<file path="src/rtl/ndma_reg_mc.sv">
// ndma_reg_mc - multi-channel register file and control front-end for NanoDMA.
//
// An OBI subordinate holding per-channel SRC/DST/CFG/STATUS registers. It
// issues a one-cycle start pulse per channel, tracks busy/done from engine
// completion pulses and raises level interrupts.
//
// Ports:
//   clk_i, rst_i              clock (rising edge), async active-high reset
//   req_i, we_i, gnt_o        OBI request / write enable / grant
//   addr_i, wdata_i           OBI byte address / write data
//   rdata_o, rvalid_o, err_o  OBI response, one cycle after each grant
//   ch_start_o                one-cycle start pulse per channel
//   ch_src_addr_o             per-channel source address
//   ch_dst_addr_o             per-channel destination address
//   ch_len_o                  per-channel transfer length
//   ch_done_i                 one-cycle completion pulse from the engine
//   irq_o                     per-channel level interrupt (done & irq_en)
module ndma_reg_mc #(
  parameter int NumCh    = 4,
  parameter int LenWidth = 8
) (
  input  logic                               clk_i,
  input  logic                               rst_i,
  input  logic                               req_i,
  input  logic                               we_i,
  output logic                               gnt_o,
  input  logic [31:0]                        addr_i,
  input  logic [31:0]                        wdata_i,
  output logic [31:0]                        rdata_o,
  output logic                               rvalid_o,
  output logic                               err_o,
  output logic [NumCh-1:0]                   ch_start_o,
  output logic [NumCh-1:0][31:0]             ch_src_addr_o,
  output logic [NumCh-1:0][31:0]             ch_dst_addr_o,
  output logic [NumCh-1:0][LenWidth-1:0]     ch_len_o,
  input  logic [NumCh-1:0]                   ch_done_i,
  output logic [NumCh-1:0]                   irq_o
);

  localparam int ChW = (NumCh > 1) ? $clog2(NumCh) : 1;

  localparam logic [1:0] REG_CFG    = 2'd0;
  localparam logic [1:0] REG_SRC    = 2'd1;
  localparam logic [1:0] REG_DST    = 2'd2;
  localparam logic [1:0] REG_STATUS = 2'd3;

  typedef enum logic {
    ST_IDLE = 1'b0,
    ST_BUSY = 1'b1
  } ch_state_e;

  ch_state_e                    state_r      [NumCh];
  ch_state_e                    state_next_s [NumCh];
  logic [NumCh-1:0][31:0]       src_r;
  logic [NumCh-1:0][31:0]       dst_r;
  logic [NumCh-1:0][LenWidth-1:0] len_r;
  logic [NumCh-1:0]             irq_en_r;
  logic [NumCh-1:0]             done_r;
  logic [NumCh-1:0]             start_r;
  logic [NumCh-1:0]             done_next_s;
  logic [NumCh-1:0]             start_next_s;
  logic [NumCh-1:0]             hit_s;

  logic [ChW-1:0]               ch_idx_s;
  logic [31:0]                  ch_num_s;
  logic [1:0]                   reg_sel_s;
  logic                         ch_ok_s;
  logic                         sel_busy_s;
  logic                         wr_blocked_s;
  logic                         wr_ok_s;
  logic                         err_next_s;
  logic [31:0]                  rd_mux_s;
  logic [31:0]                  rdata_next_s;

  logic                         rvalid_r;
  logic                         err_r;
  logic [31:0]                  rdata_r;

  logic                         unused_addr_s;

  assign gnt_o     = req_i;
  assign ch_idx_s  = addr_i[4 +: ChW];
  assign ch_num_s  = {{(32-ChW){1'b0}}, ch_idx_s};
  assign reg_sel_s = addr_i[3:2];
  assign ch_ok_s   = (ch_num_s < NumCh);

  // Address bits outside the channel/register fields carry no meaning.
  assign unused_addr_s = ^{addr_i[31:4+ChW], addr_i[1:0]};

  // Address decode: channel hit vector, selected channel busy flag, read mux.
  always_comb begin
    hit_s      = '0;
    sel_busy_s = 1'b0;
    rd_mux_s   = 32'd0;
    for (int i = 0; i < NumCh; i++) begin
      if (ch_ok_s && (ch_num_s == i)) begin
        hit_s[i]   = req_i;
        sel_busy_s = (state_r[i] == ST_BUSY);
        case (reg_sel_s)
          REG_CFG: begin
            rd_mux_s[30]           = irq_en_r[i];
            rd_mux_s[LenWidth-1:0] = len_r[i];
          end
          REG_SRC:    rd_mux_s = src_r[i];
          REG_DST:    rd_mux_s = dst_r[i];
          REG_STATUS: rd_mux_s[1:0] = {done_r[i], (state_r[i] == ST_BUSY)};
          default:    rd_mux_s = 32'd0;
        endcase
      end else begin
        hit_s[i] = 1'b0;
      end
    end
  end

  // A busy channel only accepts STATUS writes; the decode sees pre-edge state,
  // so a same-cycle completion does not unblock a colliding CFG write.
  assign wr_blocked_s = we_i & sel_busy_s & (reg_sel_s != REG_STATUS);
  assign wr_ok_s      = we_i & ~wr_blocked_s;
  assign err_next_s   = req_i & (~ch_ok_s | wr_blocked_s);
  assign rdata_next_s = (req_i && !we_i && ch_ok_s) ? rd_mux_s : 32'd0;

  // Per-channel FSM next state, start pulse and done flag (done set wins over W1C).
  always_comb begin
    for (int i = 0; i < NumCh; i++) begin
      state_next_s[i] = state_r[i];
      start_next_s[i] = 1'b0;
      done_next_s[i]  = done_r[i];
      case (state_r[i])
        ST_IDLE: begin
          if (hit_s[i] && wr_ok_s && (reg_sel_s == REG_CFG) && wdata_i[31]) begin
            state_next_s[i] = ST_BUSY;
            start_next_s[i] = 1'b1;
            done_next_s[i]  = 1'b0;
          end else if (hit_s[i] && wr_ok_s && (reg_sel_s == REG_STATUS) && wdata_i[1]) begin
            done_next_s[i] = 1'b0;
          end else begin
            done_next_s[i] = done_r[i];
          end
        end
        ST_BUSY: begin
          if (ch_done_i[i]) begin
            state_next_s[i] = ST_IDLE;
            done_next_s[i]  = 1'b1;
          end else if (hit_s[i] && wr_ok_s && (reg_sel_s == REG_STATUS) && wdata_i[1]) begin
            done_next_s[i] = 1'b0;
          end else begin
            done_next_s[i] = done_r[i];
          end
        end
        default: begin
          state_next_s[i] = ST_IDLE;
          done_next_s[i]  = 1'b0;
        end
      endcase
    end
  end

  // Channel state registers and configuration register writes.
  always_ff @(posedge clk_i or posedge rst_i) begin
    if (rst_i) begin
      for (int i = 0; i < NumCh; i++) begin
        state_r[i] <= ST_IDLE;
      end
      src_r    <= '0;
      dst_r    <= '0;
      len_r    <= '0;
      irq_en_r <= '0;
      done_r   <= '0;
      start_r  <= '0;
    end else begin
      for (int i = 0; i < NumCh; i++) begin
        state_r[i] <= state_next_s[i];
        if (hit_s[i] && wr_ok_s) begin
          case (reg_sel_s)
            REG_CFG: begin
              len_r[i]    <= wdata_i[LenWidth-1:0];
              irq_en_r[i] <= wdata_i[30];
            end
            REG_SRC: src_r[i] <= wdata_i;
            REG_DST: dst_r[i] <= wdata_i;
            default: ;
          endcase
        end
      end
      done_r  <= done_next_s;
      start_r <= start_next_s;
    end
  end

  // OBI response pipeline: one registered response per grant.
  always_ff @(posedge clk_i or posedge rst_i) begin
    if (rst_i) begin
      rvalid_r <= 1'b0;
      err_r    <= 1'b0;
      rdata_r  <= 32'd0;
    end else begin
      rvalid_r <= req_i;
      err_r    <= err_next_s;
      rdata_r  <= rdata_next_s;
    end
  end

  assign rvalid_o      = rvalid_r;
  assign err_o         = err_r;
  assign rdata_o       = rdata_r;
  assign ch_start_o    = start_r;
  assign ch_src_addr_o = src_r;
  assign ch_dst_addr_o = dst_r;
  assign ch_len_o      = len_r;
  assign irq_o         = done_r & irq_en_r;

endmodule

</file>
<file path="config.mk">
export PLATFORM = sky130hd
export DESIGN_NAME = ndma_reg_mc
export DESIGN_NICKNAME = d
export VERILOG_FILES = /design/src/rtl/ndma_reg_mc.sv
export SDC_FILE = /design/constraint.sdc
export NUM_CORES = 1
export LEC_CHECK = 0
export ABC_AREA = 1
export ABC_CLOCK_PERIOD_IN_PS = 16700
export CAP_MARGIN = 5
export CORE_MARGIN = 3
export CORE_UTILIZATION = 36
export CTS_CLUSTER_SIZE = 40
export DETAILED_ROUTE_END_ITERATION = 10
export PLACE_DENSITY_LB_ADDON = 0.12
export SLEW_MARGIN = 20
export SYNTH_ARGS = -nofsm -noshare
export SYNTH_HDL_FRONTEND = slang
export SYNTH_SLANG_ARGS = --single-unit
</file>
<file path="constraint.sdc">
create_clock -name clk_i -period 16.7 [get_ports clk_i]
set_input_delay 2.505 -clock clk_i [delete_from_list [all_inputs] [get_ports clk_i]]
set_output_delay 2.505 -clock clk_i [all_outputs]
set_load 0.02 [all_outputs]
</file>
==> out/qor.tcl <==
set qor(clock-sinks) 338
set qor(synthMostInstantiatedCell) {nand2_1}
set qor(synth.top_cells.by_count) {869 x nand2_1, 338 x dfrtp_1, 310 x nand4_1, 119 x clkbuf_1, 98 x nand3_1}
set qor(global_route_wire_length_before_repair_mm) 101
set qor(wl_mm) 67.3
set qor(setup.worst_path.start_class) {input pin}
set qor(outcome) {completed}
set qor(timing.setup.critical_path_class) {in -> reg}
set qor(synth.yosys.seq_area_share_pct) 51.5
set qor(cts-buffers-inserted) 41
set qor(cts_hold_repair.buffers) 0
set qor(floorplan.die_area_mm2) 0.0483
set qor(grt_max_degree) 187
set qor(reg2regPathDepth) 10
set qor(vias_in_the_first_global_route) 15400
set qor(hpwl_mm) 41.4
set qor(finalHoldViolations) 0
set qor(globalRoute.totalOverflow) 0
set qor(drt_drc_violations_left) 0
set qor(yosys_warnings) 0
set qor(worst_slew_pin_slew_ns) 1.14
set qor(cp_data_arrival_time_ns) 6.99
set qor(final_util_pct) 48.0
set qor(sequential_cell_area_mm2) 0.00846
set qor(synth_flop_cell) {dfrtp_1}
set qor(ir_drop_mv) 0.0742
set qor(synth_edf_count) 0
set qor(power.density_mw_per_mm2) 128
set qor(syn_area_per_cell_um2) 8.09
set qor(pin_count) 403
set qor(maxCapViolCount) 0
set qor(num_rows) 77
set qor(period_share_pct) 38.9
set qor(drt_pre_antenna_iters) 5
set qor(post_cts.repair.setup_buffers) 0
set qor(leakage_uw) 0.0102
set qor(area_of_combinational_cells_with_multiple_inputs_mm2) 0.00682
set qor(final_setup_violation_count) 0
set qor(timing.slew.headroom_pct) 23.8
set qor(clkTransAtPathRegs_ns) 0.06
set qor(io_buffers) 374
set qor(detail_route.vias_per_cell) 5.64
set qor(hold-worst-slack_ns) 0.502
set qor(synthesis.instances) 2032
set qor(timing.hold.worst.class) {reg -> reg}
set qor(h-tree-depth) 2
set qor(synthDistinctLibCells) 32
set qor(cts_tree) {done}
set qor(route.vias.total) 16300
set qor(achievable-frequency_mhz) 154
set qor(ys_top_cells_by_area) {dfrtp_1 51%, nand2_1 20%, nand4_1 12%, nand3_1 3.0%, clkbuf_1 2.7%}
set qor(dp_cells) 2811
set qor(flow.area_growth_from_synthesis_pct) 30.4
set qor(fillerInstances) 4355
set qor(final_max_slew_viol_count) 0
set qor(grt_antenna_before_repair) 3
set qor(syn-cell-area_mm2) 0.0164
set qor(critical_path.endpoint) {ch_src_addr_o[45]$_DFFE_PP0P_}
set qor(cts.path.max_buffers) 3
set qor(final_cells) 2882
set qor(groute.usage.overall_pct) 27.3
set qor(clock_latency_ns) 0.56
set qor(required_ns) 17.19
set qor(drtAntennaViolNets) 0
set qor(endpoint_kind) {register}
set qor(syn-num-nets) 2110
set qor(layout.nets) 2342
set qor(totalNegativeSetupSlack_ns) 0
set qor(timing.clock.skew_ns) 0.0168
set qor(core_mm2) 0.0447
set qor(yosys.area.top_type) {dfrtp_1}
set qor(ys_seq_elements) 338
set qor(asyncSetResetFlopFracSynth_pct) 100
set qor(critical_path.max_fanout) 71
set qor(post_cts_resized) 0
set qor(startpoint) {addr_i[5]}
set qor(whs_path_depth) 2
set qor(critical_path.reg2reg.endpoint) {ch_src_addr_o[45]$_DFFE_PP0P_}
set qor(crit-reg2reg-launch) {state_r[1]$_DFF_PP0_}
set qor(drive_above_1_share_pct) 5.03
set qor(finalCriticalPeriod_ns) 6.50
set qor(drt_first_iter_violations) 1548
set qor(post_drt_wl_per_cell_um) 23.4
set qor(clock_tree.root_cell) {clkbuf_16}
set qor(worst-r2r-setup-slack_ns) 12.93
set qor(yosys.area.top_type_share_pct) 51.5
set qor(floorplan.initialDensity_pct) 36.8
set qor(rsz_0062_raised_after_global_routing) {no}
set qor(die_w_um) 220
set qor(die_height_um) 220
set qor(globalplace.congestion) 0.882
## per-layer routing
layer / part of all wire (%) / track usage (%)
met3: 8.6 / 6.48
met1: 44 / 38.6
met2: 45 / 41.7
met4: 2.5 / 8.01
met5: 0.036 / 0
## stage by stage
stage | instance area (um2) | setup WS, ns | power [uW]
after detailed placement | 20100 | 9.67 | 1870
after floorplan | 16400 | 4.83 | 1460
after global placement | 20100 | 9.71 | 1860
final | 21400 | 10.20 | 2740
after global routing | 21400 | 9.98 | 2860
after CTS | 21400 | 10.21 | 2760
## placed cells by master (no fill, tap or decap), types with 3 or more instances in the layout
cell type and count:
a22o_1 22, o21ai_0 8, inv_2 5, bufinv_16 3
nand4_2 4, a31oi_1 11, a221oi_1 6, nor3_1 17
nand2_1 868, nand4_1 310, clkinv_2 12, o22ai_1 4
ha_1 3, a21oi_1 45, o21bai_1 4, nor2_1 28
clkbuf_1 6, clkdlybuf4s50_1 372, nand2_2 4, dfrtp_1 338
nand3_1 98, inv_1 24, clkbuf_8 7, clkbuf_16 41
buf_4 23
## kinds of logic (layout without fill, tap and decap cells)
family,count (synthesis),count (layout),synth area share (%)
fa+ha+maj,6,6,0.457
simple gates,1333,1333,36.4
flops,338,338,51.5
compound gates,109,109,4.32
buf+inv,246,502,7.33
other cells,0,2,0
## sequential cells by signal (all words and copies together) (netlist names)
name	flops
err_o	1
ch_src_addr_o	128
ch_dst_addr_o	128
rdata_o	32
irq_en_r	4
ch_start_o	4
done_r	4
rvalid_o	1
ch_len_o	32
state_r	4
## critical path: stages
cell     delay (ns)
buf_2          0.70
nand2_2        0.51
nor2_1         0.33
nor3_4         0.07
a21oi_4        0.75
buf_4          0.75
buf_4          0.61
buf_12         0.31
nand4_1        0.14
nand2_1        0.11
## power by group
group / switching (uW) / total (uW) / internal [uW]
clock network: 357 / 881 / 525
logic: 451 / 771 / 320
registers: 131 / 1090 / 956
total: 939 / 2740 / 1800
## worst min-delay path by stage
stage,start,slack (ns),endpoint
floorplan,irq_en_r[2]$_DFFE_PP0P_,0.47,irq_en_r[2]$_DFFE_PP0P_
global placement,ch_src_addr_o[43]$_DFFE_PP0P_,0.49,ch_src_addr_o[43]$_DFFE_PP0P_
detailed placement,ch_src_addr_o[31]$_DFFE_PP0P_,0.49,ch_src_addr_o[31]$_DFFE_PP0P_
CTS,ch_src_addr_o[72]$_DFFE_PP0P_,0.51,ch_src_addr_o[72]$_DFFE_PP0P_
global route,ch_src_addr_o[5]$_DFFE_PP0P_,0.53,ch_src_addr_o[5]$_DFFE_PP0P_
finish,ch_src_addr_o[31]$_DFFE_PP0P_,0.50,ch_src_addr_o[31]$_DFFE_PP0P_
## area by class of cell
cell class,instances,area share [%]
diodes,2,0.0233
clock buffers,54,5.34
clock inverters,13,0.671
inverters,33,0.630
multi-input cells,1448,31.8
flip-flops and latches,338,39.5
well taps,592,3.46
repair buffers,402,18.6
(Power assumes the default switching activity.)
